$ cat src/rtl/uart_pkg.sv
// Shared UART definitions for the transmitter and the matching receiver: data width,
// transmitter state codes, bit-period and parity helpers.
package uart_pkg;

    localparam int UART_DATA_W = 8;

    typedef logic [2:0] tx_state_t;

    localparam tx_state_t S_IDLE   = 3'd0;
    localparam tx_state_t S_START  = 3'd1;
    localparam tx_state_t S_DATA   = 3'd2;
    localparam tx_state_t S_PARITY = 3'd3;
    localparam tx_state_t S_STOP   = 3'd4;

    function automatic int bit_clks(input int half);
        return 2 * half;
    endfunction

    function automatic logic even_parity(input logic [UART_DATA_W-1:0] data);
        return ^data;
    endfunction

endpackage

$ cat src/rtl/uart_tx_fifo.sv
// Synchronous byte FIFO for the UART transmitter. The word at the read pointer is
// always visible on pop_data, so a pop consumes the byte shown in the same cycle.
module uart_tx_fifo #(
    parameter int DEPTH = 16,
    parameter int W     = 8
) (
    input  logic                     clk,
    input  logic                     rstn,
    input  logic                     push,
    input  logic [W-1:0]             push_data,
    input  logic                     pop,
    output logic [W-1:0]             pop_data,
    output logic                     full,
    output logic                     empty,
    output logic [$clog2(DEPTH):0]   count
);

    localparam int AW = $clog2(DEPTH);

    logic [W-1:0]  mem_r [DEPTH];
    logic [AW-1:0] wr_ptr_r;
    logic [AW-1:0] rd_ptr_r;
    logic [AW:0]   count_r;
    logic          push_ok_s;
    logic          pop_ok_s;

    assign full      = (count_r == (AW+1)'(DEPTH));
    assign empty     = (count_r == '0);
    assign count     = count_r;
    assign pop_data  = mem_r[rd_ptr_r];
    assign push_ok_s = push && !full;
    assign pop_ok_s  = pop && !empty;

    // Storage array; contents are don't-care until written.
    always_ff @(posedge clk) begin
        if (push_ok_s) begin
            mem_r[wr_ptr_r] <= push_data;
        end
    end

    // Pointers wrap naturally because DEPTH is a power of two.
    always_ff @(posedge clk or negedge rstn) begin
        if (!rstn) begin
            wr_ptr_r <= '0;
            rd_ptr_r <= '0;
            count_r  <= '0;
        end else begin
            if (push_ok_s) begin
                wr_ptr_r <= wr_ptr_r + AW'(1);
            end
            if (pop_ok_s) begin
                rd_ptr_r <= rd_ptr_r + AW'(1);
            end
            case ({push_ok_s, pop_ok_s})
                2'b10:   count_r <= count_r + (AW+1)'(1);
                2'b01:   count_r <= count_r - (AW+1)'(1);
                default: count_r <= count_r;
            endcase
        end
    end

endmodule

$ cat src/rtl/uart_tx.sv
// Buffered UART transmitter, 8N1 LSB first; define UART_TX_PARITY_EN to insert an
// even-parity bit between data bit 7 and stop (11-bit frame).
module uart_tx
    import uart_pkg::*;
#(
    parameter int CLK_PER_HALF_BIT = 434,
    parameter int FIFO_DEPTH       = 16
) (
    input  logic                          clk,
    input  logic                          rstn,
    input  logic [UART_DATA_W-1:0]        sdata,
    input  logic                          sdata_valid,
    output logic                          sdata_ready,
    output logic                          txd,
    output logic                          tx_busy,
    output logic [$clog2(FIFO_DEPTH):0]   fifo_count
);

    localparam int BIT_CLKS = bit_clks(CLK_PER_HALF_BIT);
    localparam int CW       = $clog2(BIT_CLKS);
    localparam logic [CW-1:0] CNT_LAST = CW'(BIT_CLKS - 1);
`ifdef UART_TX_PARITY_EN
    localparam tx_state_t AFTER_DATA = S_PARITY;
`else
    localparam tx_state_t AFTER_DATA = S_STOP;
`endif

    tx_state_t              state_r;
    logic [CW-1:0]          clk_cnt_r;
    logic [2:0]             bit_cnt_r;
    logic [UART_DATA_W-1:0] shift_r;
    logic                   txd_r;
`ifdef UART_TX_PARITY_EN
    logic                   parity_r;
`endif
    logic                   fifo_full_s;
    logic                   fifo_empty_s;
    logic [UART_DATA_W-1:0] pop_data_s;
    logic                   pop_s;
    logic                   bit_end_s;
    logic                   line_s;

    uart_tx_fifo #(
        .DEPTH (FIFO_DEPTH),
        .W     (UART_DATA_W)
    ) u_fifo (
        .clk       (clk),
        .rstn      (rstn),
        .push      (sdata_valid),
        .push_data (sdata),
        .pop       (pop_s),
        .pop_data  (pop_data_s),
        .full      (fifo_full_s),
        .empty     (fifo_empty_s),
        .count     (fifo_count)
    );

    assign sdata_ready = !fifo_full_s;
    assign tx_busy     = (state_r != S_IDLE) || (fifo_count != '0);
    assign txd         = txd_r;
    assign bit_end_s   = (clk_cnt_r == CNT_LAST);

    // Pop when idle, or at the end of a stop bit so frames run back-to-back.
    always_comb begin
        pop_s = 1'b0;
        if (state_r == S_IDLE) begin
            pop_s = !fifo_empty_s;
        end else if ((state_r == S_STOP) && bit_end_s) begin
            pop_s = !fifo_empty_s;
        end else begin
            pop_s = 1'b0;
        end
    end

    // Line level for the current state; registered into txd_r one cycle later.
    always_comb begin
        line_s = 1'b1;
        case (state_r)
            S_START:  line_s = 1'b0;
            S_DATA:   line_s = shift_r[0];
`ifdef UART_TX_PARITY_EN
            S_PARITY: line_s = parity_r;
`endif
            default:  line_s = 1'b1;
        endcase
    end

    // Frame sequencer, bit timer and shifter.
    always_ff @(posedge clk or negedge rstn) begin
        if (!rstn) begin
            state_r   <= S_IDLE;
            clk_cnt_r <= '0;
            bit_cnt_r <= 3'd0;
            shift_r   <= '0;
            txd_r     <= 1'b1;
`ifdef UART_TX_PARITY_EN
            parity_r  <= 1'b0;
`endif
        end else begin
            txd_r     <= line_s;
            clk_cnt_r <= ((state_r == S_IDLE) || bit_end_s) ? '0 : clk_cnt_r + CW'(1);
            if (pop_s) begin
                shift_r   <= pop_data_s;
                bit_cnt_r <= 3'd0;
                state_r   <= S_START;
`ifdef UART_TX_PARITY_EN
                parity_r  <= even_parity(pop_data_s);
`endif
            end else begin
                case (state_r)
                    S_IDLE: state_r <= S_IDLE;
                    S_START: begin
                        if (bit_end_s) begin
                            state_r <= S_DATA;
                        end
                    end
                    S_DATA: begin
                        if (bit_end_s) begin
                            shift_r <= {1'b0, shift_r[UART_DATA_W-1:1]};
                            if (bit_cnt_r == 3'(UART_DATA_W - 1)) begin
                                state_r <= AFTER_DATA;
                            end else begin
                                bit_cnt_r <= bit_cnt_r + 3'd1;
                            end
                        end
                    end
`ifdef UART_TX_PARITY_EN
                    S_PARITY: begin
                        if (bit_end_s) begin
                            state_r <= S_STOP;
                        end
                    end
`endif
                    S_STOP: begin
                        if (bit_end_s) begin
                            state_r <= S_IDLE;
                        end
                    end
                    default: state_r <= S_IDLE;
                endcase
            end
        end
    end

endmodule

$ cat config.mk
export PLATFORM = sky130hd
export DESIGN_NAME = uart_tx
export DESIGN_NICKNAME = d
export VERILOG_FILES = /design/src/rtl/uart_pkg.sv /design/src/rtl/uart_tx_fifo.sv /design/src/rtl/uart_tx.sv
export SDC_FILE = /design/constraint.sdc
export NUM_CORES = 1
export LEC_CHECK = 0
export CAP_MARGIN = 10
export CORE_MARGIN = 2
export CORE_UTILIZATION = 60
export CTS_BUF_LIST = sky130_fd_sc_hd__clkbuf_16
export CTS_CLUSTER_DIAMETER = 40
export CTS_CLUSTER_SIZE = 8
export DETAILED_ROUTE_END_ITERATION = 10
export PLACE_DENSITY_LB_ADDON = 0.25
export SLEW_MARGIN = 10
export SYNTH_ARGS = -nofsm -noshare
export SYNTH_HDL_FRONTEND = slang
export SYNTH_SLANG_ARGS = --single-unit
export TNS_END_PERCENT = 5
$ cat constraint.sdc
create_clock -name clk -period 4.5 [get_ports clk]
set_clock_uncertainty 0.15 [all_clocks]
set_input_delay 0.9 -clock clk [delete_from_list [all_inputs] [get_ports clk]]
set_output_delay 0.9 -clock clk [all_outputs]
set_load 0.02 [all_outputs]
==> impl_metrics.prom <==
# TYPE chip_impl_metric gauge
chip_impl_metric{name="total_routing_resource_utilization_after_global_routing",unit="%"} 21.7
chip_impl_info{name="hold_path_class",value="flip-flop to flip-flop"} 1
chip_impl_metric{name="syn_avg_cell_area",unit="um^2"} 16.2
chip_impl_metric{name="slew_headroom",unit="%"} 40.4
chip_impl_metric{name="ir_drop",unit="mV"} 0.345
chip_impl_info{name="timing.setup.critical_path_class",value="flip-flop to flip-flop"} 1
chip_impl_metric{name="first_pass_grt_wire_length",unit="um"} 19900
chip_impl_metric{name="leakage",unit="nW"} 2.70
chip_impl_metric{name="yosys_warnings",unit=""} 0
chip_impl_metric{name="r2r.worst_path.cells",unit=""} 12
chip_impl_metric{name="syn-cell-area",unit="um^2"} 6940
chip_impl_info{name="tritoncts_clock_tree",value="done"} 1
chip_impl_metric{name="post_cts.resized_instances",unit=""} 0
chip_impl_metric{name="fmax",unit="MHz"} 282
chip_impl_metric{name="fraction_of_layout_cells_with_a_size_suffix_above_1",unit="%"} 18.2
chip_impl_metric{name="hold_violations",unit=""} 0
chip_impl_metric{name="starting_density_of_the_core",unit="%"} 61.0
chip_impl_metric{name="max_slew.worst_pin.slew",unit="ns"} 0.894
chip_impl_metric{name="clock_path_buffers",unit=""} 2
chip_impl_metric{name="post_synth_num_cell_types",unit=""} 41
chip_impl_metric{name="synth_edf_count",unit=""} 128
chip_impl_info{name="ys_top_cells_by_area",value="edfxtp_1 (55%), dfrtp_1 (13%), mux4_2 (8.8%)"} 1
chip_impl_metric{name="drt_iter0_drc",unit=""} 336
chip_impl_metric{name="timing.max_cap.violations",unit=""} 0
chip_impl_metric{name="post-route-drc-count",unit=""} 0
chip_impl_metric{name="yosysTopAreaCellShare",unit="%"} 55.4
chip_impl_metric{name="via_count_of_the_first_global_routing_pass",unit=""} 3706
chip_impl_metric{name="fin_nets",unit=""} 473
chip_impl_metric{name="die_area",unit="um^2"} 12400
chip_impl_metric{name="numPortBuffers",unit=""} 18
chip_impl_info{name="crit_path_cell_trace",value="ha_1, or3b_4, or3_1, a2111oi_4, ha_1, xor2_1, ha_1, a211oi_1, a21oi_1, a32oi_1, nor2_1, xnor2_1"} 1
chip_impl_metric{name="path_clk_slew",unit="ns"} 0.06
chip_impl_metric{name="fp.dieH",unit="um"} 112
chip_impl_metric{name="dr_total_vias",unit=""} 3669
chip_impl_metric{name="cts_made_buffers",unit=""} 17
chip_impl_metric{name="num-fill-cells",unit=""} 749
chip_impl_info{name="postSynth.topFlopCell",value="edfxtp_1"} 1
chip_impl_metric{name="place_congestion",unit=""} 0.849
chip_impl_metric{name="worst_skew_pair_later_pin_latency",unit="ns"} 0.43
chip_impl_metric{name="worst_hold_path.num_cells",unit=""} 1
chip_impl_metric{name="dr.pass1.iters",unit=""} 5
chip_impl_metric{name="grt.overflow.total",unit=""} 0
chip_impl_metric{name="critPathMaxStageDelay",unit="ns"} 0.46
chip_impl_metric{name="worstPathArrival",unit="ns"} 3.70
chip_impl_metric{name="mappedNetlistNets",unit=""} 451
chip_impl_metric{name="ys_seq_elements",unit=""} 166
chip_impl_metric{name="wire_per_inst",unit="um"} 20.6
chip_impl_metric{name="fp-row-count",unit=""} 39
chip_impl_metric{name="timing.final.crit_share",unit="%"} 78.7
chip_impl_metric{name="finalCriticalPeriod",unit="ns"} 3.54
chip_impl_metric{name="tritoncts_num_sinks",unit=""} 166
chip_impl_metric{name="grt_antenna_before_repair",unit=""} 0
chip_impl_metric{name="core_area",unit="um^2"} 11400
chip_impl_info{name="cts.root.buffer_cell",value="clkbuf_16"} 1
chip_impl_metric{name="critical_path_peak_fanout",unit=""} 8
chip_impl_info{name="grt_setup_unrepaired",value="false"} 1
chip_impl_metric{name="diodes",unit=""} 0
chip_impl_metric{name="power.density",unit="nW/um^2"} 470
chip_impl_metric{name="postCtsHoldBufs",unit=""} 0
chip_impl_metric{name="totalPowerFinal",unit="mW"} 3.65
chip_impl_metric{name="netlist_instances",unit=""} 429
chip_impl_metric{name="grt_max_degree",unit=""} 39
chip_impl_info{name="run_status",value="finished clean"} 1
chip_impl_metric{name="synthToLayoutAreaGrowth",unit="%"} 12.1
chip_impl_metric{name="detailed_place_hpwl",unit="um"} 7870
chip_impl_metric{name="setup_total_negative_slack",unit="ns"} 0
chip_impl_metric{name="cp.required",unit="ns"} 4.66
chip_impl_metric{name="synth_sequential_area_ratio",unit="%"} 69.1
chip_impl_metric{name="async_flop_share",unit="%"} 22.9
chip_impl_info{name="crit_path_top_delay_cell",value="or3_1"} 1
chip_impl_metric{name="post-cts-setup-buffer-count",unit=""} 0
chip_impl_info{name="critical_path.most_common_cell",value="ha_1"} 1
chip_impl_info{name="yosysMostFrequentCell",value="edfxtp_1"} 1
chip_impl_metric{name="slew_violations",unit=""} 0
chip_impl_metric{name="die_x",unit="um"} 112
chip_impl_metric{name="ant_nets",unit=""} 0
chip_impl_metric{name="finalWirelength",unit="um"} 12500
chip_impl_info{name="synth_commonest_cells",value="edfxtp_1 (128), dfrtp_1 (37), nor2_1 (33), mux4_2 (27), nand2_1 (17)"} 1
chip_impl_metric{name="boundaryPins",unit=""} 19
chip_impl_metric{name="cts_max_level",unit=""} 4
chip_impl_info{name="critPathCaptureType",value="flip-flop"} 1
chip_impl_info{name="worst_setup_path_start_kind",value="flip-flop"} 1
chip_impl_info{name="synth_area_leader_cell",value="edfxtp_1"} 1
chip_impl_metric{name="final-setup-viol-count",unit=""} 0
chip_impl_metric{name="detail_route.vias_per_cell",unit=""} 6.06
## area by class of cell
type                       instances  area (um^2)  share of cell area [%]
clock buffer                      17          425                    5.47
clock inverter                    13          110                    1.42
inverter                          13         48.8                   0.627
multi-input combinational        228         1990                    25.6
sequential                       166         4800                    61.6
tap                              143          179                    2.30
timing repair buffer              25          228                    2.93
## layout by cell type (no fill, tap or decap), types with 13 or more instances in the layout
| cell type | n |
|---|---|
| mux4_2 | 27 |
| o21ai_0 | 13 |
| nand2_1 | 17 |
| clkbuf_16 | 17 |
| edfxtp_1 | 128 |
| clkdlybuf4s50_1 | 17 |
| mux2_2 | 13 |
| mux2i_1 | 13 |
| inv_1 | 15 |
| nor2_1 | 33 |
| dfrtp_1 | 36 |
## per-layer routing
metal	part of all wire, %	up-vias	global-route usage [%]
li1	-	1683	-
met1	42	1865	28.1
met2	51	101	35.8
met3	4.5	20	4.79
met4	2.1	0	9.38
met5	0	-	0
## power by group
| group | leakage [nW] | switching, mW | internal, mW |
|---|---|---|---|
| Clock | 0.267 | 0.567 | 0.752 |
| Sequential | 1.62 | 0.0993 | 1.82 |
| Combinational | 0.813 | 0.249 | 0.172 |
## worst paths after layout
path                               from  slack [ns]                 end
setup reg to reg           clk_cnt_r[0]        0.96     u_fifo.count[4]
hold reg to reg            clk_cnt_r[0]        0.34        clk_cnt_r[0]
max in group asynchronous          rstn        3.19  u_fifo.rd_ptr_r[0]
setup / recovery           clk_cnt_r[0]        0.96     u_fifo.count[4]
hold / removal             clk_cnt_r[0]        0.34        clk_cnt_r[0]
min in group asynchronous          rstn        0.43  u_fifo.rd_ptr_r[3]
## metrics by stage
step	hold WS [ns]	setup slack (ns)	utilization, %	area, um^2	instances
after global placement	0.318	1.05	63.7	7250	575
final	0.339	0.958	68.4	7780	605
after CTS	0.345	0.945	68.4	7780	605
after global routing	0.360	0.764	68.4	7780	605
after floorplan	0.305	0.748	-	6940	429
after detailed placement	0.337	0.960	63.7	7250	575
## state kept, by name (all words and copies together), names as in the netlist
name             count
bit_cnt_r            3
clk_cnt_r           10
txd                  1
u_fifo.wr_ptr_r      4
u_fifo.mem_r       128
state_r              3
shift_r              8
u_fifo.rd_ptr_r      4
u_fifo.count         5
## worst max-delay path: cells and delay by family (launching register included)
family	cells	cell delay, ns
XOR/XNOR	2	0.24
AO/OA/AOI/OAI	4	0.90
AND/OR/NAND/NOR	3	0.92
adder cells (fa/ha/maj)	3	0.83
flip-flops	1	0.39
## cells by family after synthesis
family | count (synthesis) | synth area share [%]
compound gates | 52 | 5.05
mux | 53 | 12.7
xor+xnor | 19 | 2.40
fa+ha+maj | 11 | 1.98
buf+inv | 35 | 2.18
simple gates | 93 | 6.54
flops | 166 | 69.1
(Power assumes the default switching activity.)
